**src/rtl/ring_ctrl.sv**
```systemverilog
// Alarm ring sequencer: detects the BCD alarm match and runs the ring/snooze session,
// producing the ring-icon enable, blink phase and buzzer drive.
module ring_ctrl #(
  parameter int unsigned RING_TIMEOUT = 60,
  parameter int unsigned SNOOZE_SEC   = 300,
  parameter int unsigned MAX_SNOOZE   = 3,
  parameter int unsigned BLINK_DIV    = 12_500_000
) (
  input  logic       clk,
  input  logic       reset,
  input  logic       tick_1hz,
  input  logic [7:0] hour,
  input  logic [7:0] min,
  input  logic [7:0] sec,
  input  logic [7:0] alarm_hour,
  input  logic [7:0] alarm_min,
  input  logic       alarm_en,
  input  logic       stop,
  input  logic       snooze,
  output logic       ring_active,
  output logic       ring_visible,
  output logic       buzzer,
  output logic       ring_event,
  output logic [1:0] state,
  output logic [2:0] snooze_cnt
);

  localparam int unsigned BLINK_W = (BLINK_DIV > 1) ? $clog2(BLINK_DIV) : 1;
  localparam logic [7:0] RING_LAST = 8'(RING_TIMEOUT);
  localparam logic [8:0] SNZ_LAST  = 9'(SNOOZE_SEC);
  localparam logic [2:0] SNZ_MAX   = 3'(MAX_SNOOZE);
  localparam logic [BLINK_W-1:0] BLINK_LAST = BLINK_W'(BLINK_DIV - 1);

  typedef enum logic [1:0] {
    S_IDLE    = 2'd0,
    S_RINGING = 2'd1,
    S_SNOOZE  = 2'd2
  } state_e;

  state_e             state_q, state_d;
  logic [7:0]         ring_cnt_q, ring_cnt_d;
  logic [8:0]         snz_tmr_q, snz_tmr_d;
  logic [2:0]         snooze_cnt_q, snooze_cnt_d;
  logic [BLINK_W-1:0] blink_cnt_q, blink_cnt_d;
  logic               ring_active_q, ring_active_d;
  logic               ring_visible_q, ring_visible_d;
  logic               buzzer_q, buzzer_d;
  logic               ring_event_q, ring_event_d;
  logic               ring_entry;
  logic               match;
  logic [7:0]         ring_cnt_inc;
  logic [8:0]         snz_tmr_inc;

  assign match = tick_1hz & alarm_en & (hour == alarm_hour) &
                 (min == alarm_min) & (sec == 8'h00);
  assign ring_cnt_inc = ring_cnt_q + 8'd1;
  assign snz_tmr_inc  = snz_tmr_q + 9'd1;

  // State and counter registers
  always_ff @(posedge clk) begin
    if (reset) begin
      state_q        <= S_IDLE;
      ring_cnt_q     <= '0;
      snz_tmr_q      <= '0;
      snooze_cnt_q   <= '0;
      blink_cnt_q    <= '0;
      ring_active_q  <= 1'b0;
      ring_visible_q <= 1'b0;
      buzzer_q       <= 1'b0;
      ring_event_q   <= 1'b0;
    end else begin
      state_q        <= state_d;
      ring_cnt_q     <= ring_cnt_d;
      snz_tmr_q      <= snz_tmr_d;
      snooze_cnt_q   <= snooze_cnt_d;
      blink_cnt_q    <= blink_cnt_d;
      ring_active_q  <= ring_active_d;
      ring_visible_q <= ring_visible_d;
      buzzer_q       <= buzzer_d;
      ring_event_q   <= ring_event_d;
    end
  end

  // Next-state: alarm_en drop > stop > snooze > tick expiry
  always_comb begin
    state_d      = state_q;
    ring_cnt_d   = ring_cnt_q;
    snz_tmr_d    = snz_tmr_q;
    snooze_cnt_d = snooze_cnt_q;
    ring_entry   = 1'b0;
    case (state_q)
      S_IDLE: begin
        if (match) begin
          state_d      = S_RINGING;
          snooze_cnt_d = '0;
          ring_cnt_d   = '0;
          ring_entry   = 1'b1;
        end
      end
      S_RINGING: begin
        if (!alarm_en || stop) begin
          state_d = S_IDLE;
        end else if (snooze) begin
          if (snooze_cnt_q < SNZ_MAX) begin
            state_d      = S_SNOOZE;
            snooze_cnt_d = snooze_cnt_q + 3'd1;
            snz_tmr_d    = '0;
          end else begin
            state_d = S_IDLE;
          end
        end else if (tick_1hz) begin
          ring_cnt_d = ring_cnt_inc;
          if (ring_cnt_inc == RING_LAST) state_d = S_IDLE;
        end
      end
      S_SNOOZE: begin
        if (!alarm_en || stop) begin
          state_d = S_IDLE;
        end else if (tick_1hz) begin
          snz_tmr_d = snz_tmr_inc;
          if (snz_tmr_inc == SNZ_LAST) begin
            state_d    = S_RINGING;
            ring_cnt_d = '0;
            ring_entry = 1'b1;
          end
        end
      end
      default: state_d = S_IDLE;
    endcase
  end

  // Output next values; blink restarts visible on every ring entry
  always_comb begin
    ring_active_d  = (state_d == S_RINGING);
    ring_event_d   = ring_entry;
    ring_visible_d = ring_visible_q;
    blink_cnt_d    = blink_cnt_q;
    if (state_d != S_RINGING) begin
      ring_visible_d = 1'b0;
      blink_cnt_d    = '0;
    end else if (ring_entry) begin
      ring_visible_d = 1'b1;
      blink_cnt_d    = '0;
    end else if (blink_cnt_q == BLINK_LAST) begin
      ring_visible_d = ~ring_visible_q;
      blink_cnt_d    = '0;
    end else begin
      blink_cnt_d = blink_cnt_q + BLINK_W'(1);
    end
    buzzer_d = ring_active_d & ring_visible_d;
  end

  assign state        = state_q;
  assign snooze_cnt   = snooze_cnt_q;
  assign ring_active  = ring_active_q;
  assign ring_visible = ring_visible_q;
  assign buzzer       = buzzer_q;
  assign ring_event   = ring_event_q;

endmodule

```
**config.mk**
```make
export PLATFORM = sky130hd
export DESIGN_NAME = ring_ctrl
export DESIGN_NICKNAME = d
export VERILOG_FILES = /design/src/rtl/ring_ctrl.sv
export SDC_FILE = /design/constraint.sdc
export NUM_CORES = 1
export LEC_CHECK = 0
export CAP_MARGIN = 0
export CORE_AREA = 2 2 96 61
export CTS_CLUSTER_DIAMETER = 30
export DETAILED_ROUTE_END_ITERATION = 8
export DIE_AREA = 0 0 98 63
export DONT_BUFFER_PORTS = 1
export GPL_TIMING_DRIVEN = 0
export PLACE_DENSITY = 0.66
export SYNTH_ARGS = -nofsm -noshare
export SYNTH_HDL_FRONTEND = slang
export SYNTH_SLANG_ARGS = --single-unit
```
**constraint.sdc**
```tcl
create_clock -name clk -period 2.6 [get_ports clk]
set_clock_uncertainty 0.05 [all_clocks]
set_input_delay 0.52 -clock clk [delete_from_list [all_inputs] [get_ports clk]]
set_output_delay 0.52 -clock clk [all_outputs]
set_load 0.02 [all_outputs]
```
After elaboration in Yosys (flattened, before gate mapping)
Cells that the tools add are included.

Equal/unequal tests: 18. Multiplexer cells: 37. Div/mod/pow operators: 0. Bitwise operators: 6. Magnitude comparators: 1. Shifts and indexed selects: 0. $add $sub $neg: 4. Multiply operators: 0. Reduce and logical (&&, ||, !) cells: 11.

Operator list (count): two-way mux 8 bit (7); two-way mux 9 bit (5); adder 24 x 1 -> 24 bit (second input constant) (1); == test 24 bit (second input constant) (1); case mux 8 bit (3 select lines) (1); two-way mux 2 bit (9); != test 2 bit (second input constant) (9); case mux 9 bit (2 select lines) (1); == test 8 bit (2); two-way mux 3 bit (4); adder 9 x 1 -> 9 bit (second input constant) (1); == test 9 bit (second input constant) (1); adder 8 x 1 -> 8 bit (second input constant) (1); == test 8 x 6 -> 1 bit (second input constant) (1); logical NOT 8 bit (1); AND reduction 8 bit (1); two-way mux 1 bit (7); case mux 2 bit (3 select lines) (1); case mux 3 bit (2 select lines) (1); AND reduction 6 bit (1); AND 1 bit (5); AND reduction 5 bit (1); == test 2 x 1 -> 1 bit (second input constant) (2); nonzero test 2 bit (2); other kinds (11) (11).

Memories kept: 0. ROM bits: 0. Latch bits: 0. Input port bits: 46. Bits in writable memories: 0. Register bits after elaboration: 50.

Longest topological paths before layout
Depth in word-level cells: 10. Gate-level depth with buffers: 9. Gate-level depth less buffers: 7.

Worst setup path after synthesis
OpenSTA, ideal clock, no wires.

Path kind: input port to flip-flop. Start point: input port sec[2]. End point: register ring_cnt_q[2]. Data arrival time: 2.133 ns. Setup slack: 0.296 ns. Buffers on the path: 0. Stages on the path: 5. Library setup time: 0.122 ns. Required time: 2.428 ns. Path through: or4_1 or4_4 o22ai_4 a31oi_2 a221o_1.

Word-level cells in the longest chain between the ends: 4.

Ends and longest elaborated chain: start: declaration (line 14) `input logic [7:0] sec,`; logical NOT 8 bit (line 55) `(min == alarm_min) & (sec == 8'h00);`; AND 1 bit (line 55); != test 2 bit (no line); AND reduction 8 bit (no line); end signal: assignment (line 73) `ring_cnt_q <= ring_cnt_d;`; end: declaration (line 41) `logic [7:0] ring_cnt_q, ring_cnt_d;`.

No other way between the ends. A chain may end at the register's enable or synchronous reset.

Worst setup path after layout
Start point: register snz_tmr_q[0]. End point: register ring_cnt_q[5].

Word-level cells in the longest chain between the ends: 4.

Ends and longest elaborated chain: start: declaration (line 42) `logic [8:0] snz_tmr_q, snz_tmr_d;`; start signal: assignment (line 74) `snz_tmr_q <= snz_tmr_d;`; adder 9 x 1 -> 9 bit (line 57) `assign snz_tmr_inc = snz_tmr_q + 9'd1;`; == test 9 bit (line 121) `if (snz_tmr_inc == SNZ_LAST) begin`; != test 2 bit (no line); AND reduction 8 bit (no line).

No other way between the ends.

==> impl_metrics.py <==
metrics = {
    "routing": {
        "drt-total-wl_um": 5490,
        "antenna_left": 0,
        "route.detailed.drc": 0,
        "routedWlPerCell_um": 14.0,
        "drtPass1Iterations": 4,
        "viasPerCell": 5.54,
        "detailroute.via_count": 2171,
        "drt_iter0_drcs": 125,
    },
    "global_route": {
        "first_pass_grt_wire_length_um": 8940,
        "grt_overflow_total": 0,
        "via_count_of_the_first_global_routing_pass": 1817,
        "grt_antenna_before_repair": 0,
        "grt_start_max_net_pins": 17,
        "grt_use_total_pct": 18.0,
    },
    "final_layout": {
        "final_nets": 374,
        "most_common_library_cell_in_the_layout_ignoring_fill_and_taps": "sky130_fd_sc_hd__nor2_1",
        "layout.cells.most_common_list": "50 x sky130_fd_sc_hd__nor2_1, 49 x sky130_fd_sc_hd__dfxtp_1, 27 x sky130_fd_sc_hd__xor2_1",
        "post_layout_nonfiller_instances": 392,
        "layout.cell_area.non_filler_mm2": 0.00285,
        "flow.area_growth_from_synthesis_pct": 7.16,
        "utilization_pct": 53.4,
        "number_of_antenna_diodes": 0,
        "drive_above_1_share_pct": 8.36,
    },
    "critical_path": {
        "worst_ep_arrival_time_ns": 2.60,
        "crit_fanout": 5,
        "path_depth": 7,
        "timing.critical_path.from_type": "flip-flop",
        "cells_traversed_along_the_worst_timing_path": "ha_1, xor2_1, nand3_1, or4_4, o21ai_2, a31oi_2, a221o_1",
        "critical_path_required_ns": 2.76,
        "worstSetupEndpointType": "flip-flop",
        "worstReg2RegEnd": "ring_cnt_q[5]",
        "slowest_stage": "sky130_fd_sc_hd__or4_4",
        "setup.worst_path.end": "ring_cnt_q[5]",
        "timing.critical_path.max_delay_family": "compound AO/OA/AOI/OAI gates",
        "worstPathBufferInverterCount": 0,
        "critical_path.max_stage_delay_ns": 0.51,
        "reg2reg_from": "snz_tmr_q[0]",
        "reg2reg_depth": 7,
        "worstSetupPathType": "reg -> reg",
        "regToRegSetupSlack_ns": 0.16,
        "worst_setup_path_startpoint": "snz_tmr_q[0]",
    },
    "synth": {
        "synth-main-ff-cell": "sky130_fd_sc_hd__dfxtp_1",
        "ys.warnings.count": 0,
        "synth_cell_types": 51,
        "syn_inst": 315,
        "synth-seq-area-share_pct": 36.9,
        "synth_edf_count": 0,
        "synth_async_sr_flop_share_pct": 0,
        "synthDominantAreaCellType": "sky130_fd_sc_hd__dfxtp_1",
        "synth-seq-cells": 49,
        "syn-mean-instance-area_um2": 8.43,
        "ys_top_cells_by_area": "sky130_fd_sc_hd__dfxtp_1 37%, sky130_fd_sc_hd__xor2_1 8.9%, sky130_fd_sc_hd__nor2_1 7.1%, sky130_fd_sc_hd__xnor2_1 5.6%, sky130_fd_sc_hd__nand3_1 3.6%",
        "summed_instance_area_of_the_synthesized_netlist_mm2": 0.00266,
        "syn-num-nets": 367,
        "netlist.area_leader.share_pct": 36.9,
    },
    "floorplan": {
        "floorplan.die_area_mm2": 0.00617,
        "die_h_um": 63,
        "die_width_um": 98,
        "top_level_pins": 55,
        "floorplan.rows": 21,
        "floorplan.initialDensity_pct": 49.8,
        "core-area_mm2": 0.00533,
    },
    "clock_network": {
        "post_cts_resized": 0,
        "skew_pair_late_insertion_delay_ns": 0.31,
        "tritoncts": "built",
        "cts_hold_buf": 0,
        "clock_sink_count": 49,
        "root_buffer": "sky130_fd_sc_hd__clkbuf_8",
        "cts_buffers": 5,
        "post_cts.repair.setup_buffers": 0,
        "clock_h_tree_levels": 2,
        "clock_tree.buffer_depth": 2,
        "path_clk_slew_ns": 0.10,
    },
    "placed_design": {
        "dp_hpwl_um": 4150,
        "placed_area_mm2": 0.00274,
        "gpl.final_weighted_congestion": 0.822,
        "place.detailed.instances": 384,
        "number_of_buffers_inserted_by_port_buffering": 0,
        "place_worst_setup_slack_ns": 0.0537,
    },
    "power_and_ir_drop": {
        "finalPower_mw": 1.28,
        "leakage_nw": 0.961,
        "peakVddDrop_uv": 236,
        "pwr_density_cell_mw_per_mm2": 451,
    },
    "timing": {
        "timing.final.crit_share_pct": 93.8,
        "post-route-min-period_ns": 2.44,
        "worstMarginPinSlew_ns": 0.695,
        "final_sum_of_negative_setup_slack_ns": 0,
        "setup_slack_ns": 0.161,
        "slew-limit-headroom_pct": 53.3,
        "grt_setup_unrepaired": "no",
        "hold_viol_final": 0,
        "drv_slew": 0,
        "finalSetupViolations": 0,
        "maximum_clock_frequency_mhz": 410,
        "worst_hold_slack_ns": 0.404,
    },
    "hold_path": {
        "hold_class": "in -> reg",
    },
    "flow_run": {
        "max_cap_violations": 0,
    },
    "status": {
        "status": "finished clean",
    },
}
-- registers in the layout (all words and copies together), names as in the netlist --
register,flops
snooze_cnt,3
ring_cnt_q,8
ring_active,1
blink_cnt_q,24
ring_event,1
snz_tmr_q,9
ring_visible,1
state,2
-- power breakdown --
group	internal, mW	switching [mW]	total (mW)
registers	0.750	0.00000000528	0.750
logic	0.0190	0.0187	0.0377
clock network	0.221	0.274	0.496
total	0.990	0.293	1.28
-- routing by layer --
layer	vias up	GRT usage, %	wire (um)
met1	962	28.1	2880
met5	-	0	0
met3	8	5.82	474
met4	0	6.25	78
met2	76	22.3	2050
li1	1125	-	-
-- worst min path at each step --
stage                   startpoint  slack (ns)  cells after the start        endpoint
global route                snooze        0.40                      2        state[0]
finish                      snooze        0.40                      2        state[0]
CTS                         snooze        0.38                      2        state[0]
detailed placement  blink_cnt_q[0]        0.41                      1  blink_cnt_q[0]
floorplan           blink_cnt_q[0]        0.39                      1  blink_cnt_q[0]
global placement    blink_cnt_q[0]        0.41                      1  blink_cnt_q[0]
-- area by class of cell --
class / instances / area, um2
clock inverters: 2 / 17.5
flip-flops and latches: 49 / 981
well taps: 69 / 86.3
inverters: 9 / 33.8
plain buffers: 9 / 42.5
clock buffers: 6 / 82.6
multi-input cells: 248 / 1600
fillers: 517 / 2490
-- cells by family (layout without fill, tap and decap cells) --
logic type	after synthesis	count (layout)	share of synthesized area, %
adders and majority gates	6	6	2.83
xor gates and xnor gates	44	44	14.5
DFF	49	49	36.9
and+or+nand+nor	153	153	29.7
buffers and inverters	18	26	2.83
muxes	3	3	1.22
AOI/OAI and AO/OA	42	42	12.0
-- cells in the mapped netlist, types with 3 or more instances --
library cell,count
sky130_fd_sc_hd__nand3b_1,4
sky130_fd_sc_hd__nand3_1,19
sky130_fd_sc_hd__nor3_1,8
sky130_fd_sc_hd__nand4_1,10
sky130_fd_sc_hd__dfxtp_1,49
sky130_fd_sc_hd__nand2b_1,3
sky130_fd_sc_hd__nor2b_1,6
sky130_fd_sc_hd__and3_1,9
sky130_fd_sc_hd__a21oi_1,14
sky130_fd_sc_hd__nand2_1,20
sky130_fd_sc_hd__ha_1,6
sky130_fd_sc_hd__inv_1,9
sky130_fd_sc_hd__nor4_1,5
sky130_fd_sc_hd__buf_2,3
sky130_fd_sc_hd__a221o_1,4
sky130_fd_sc_hd__o21ai_0,6
sky130_fd_sc_hd__clkbuf_1,5
sky130_fd_sc_hd__xnor2_1,17
sky130_fd_sc_hd__xor2_1,27
sky130_fd_sc_hd__nor2_1,50
sky130_fd_sc_hd__nor4b_1,3
-- worst reg2reg max path, cell delays in order, from the launching register on --
cell and delay (ns):
sky130_fd_sc_hd__dfxtp_1 0.42, sky130_fd_sc_hd__ha_1 0.28, sky130_fd_sc_hd__xor2_1 0.17, sky130_fd_sc_hd__nand3_1 0.09, sky130_fd_sc_hd__or4_4 0.51, sky130_fd_sc_hd__o21ai_2 0.24
sky130_fd_sc_hd__a31oi_2 0.19, sky130_fd_sc_hd__a221o_1 0.39
Note: power is estimated with default switching activity, not from simulation.
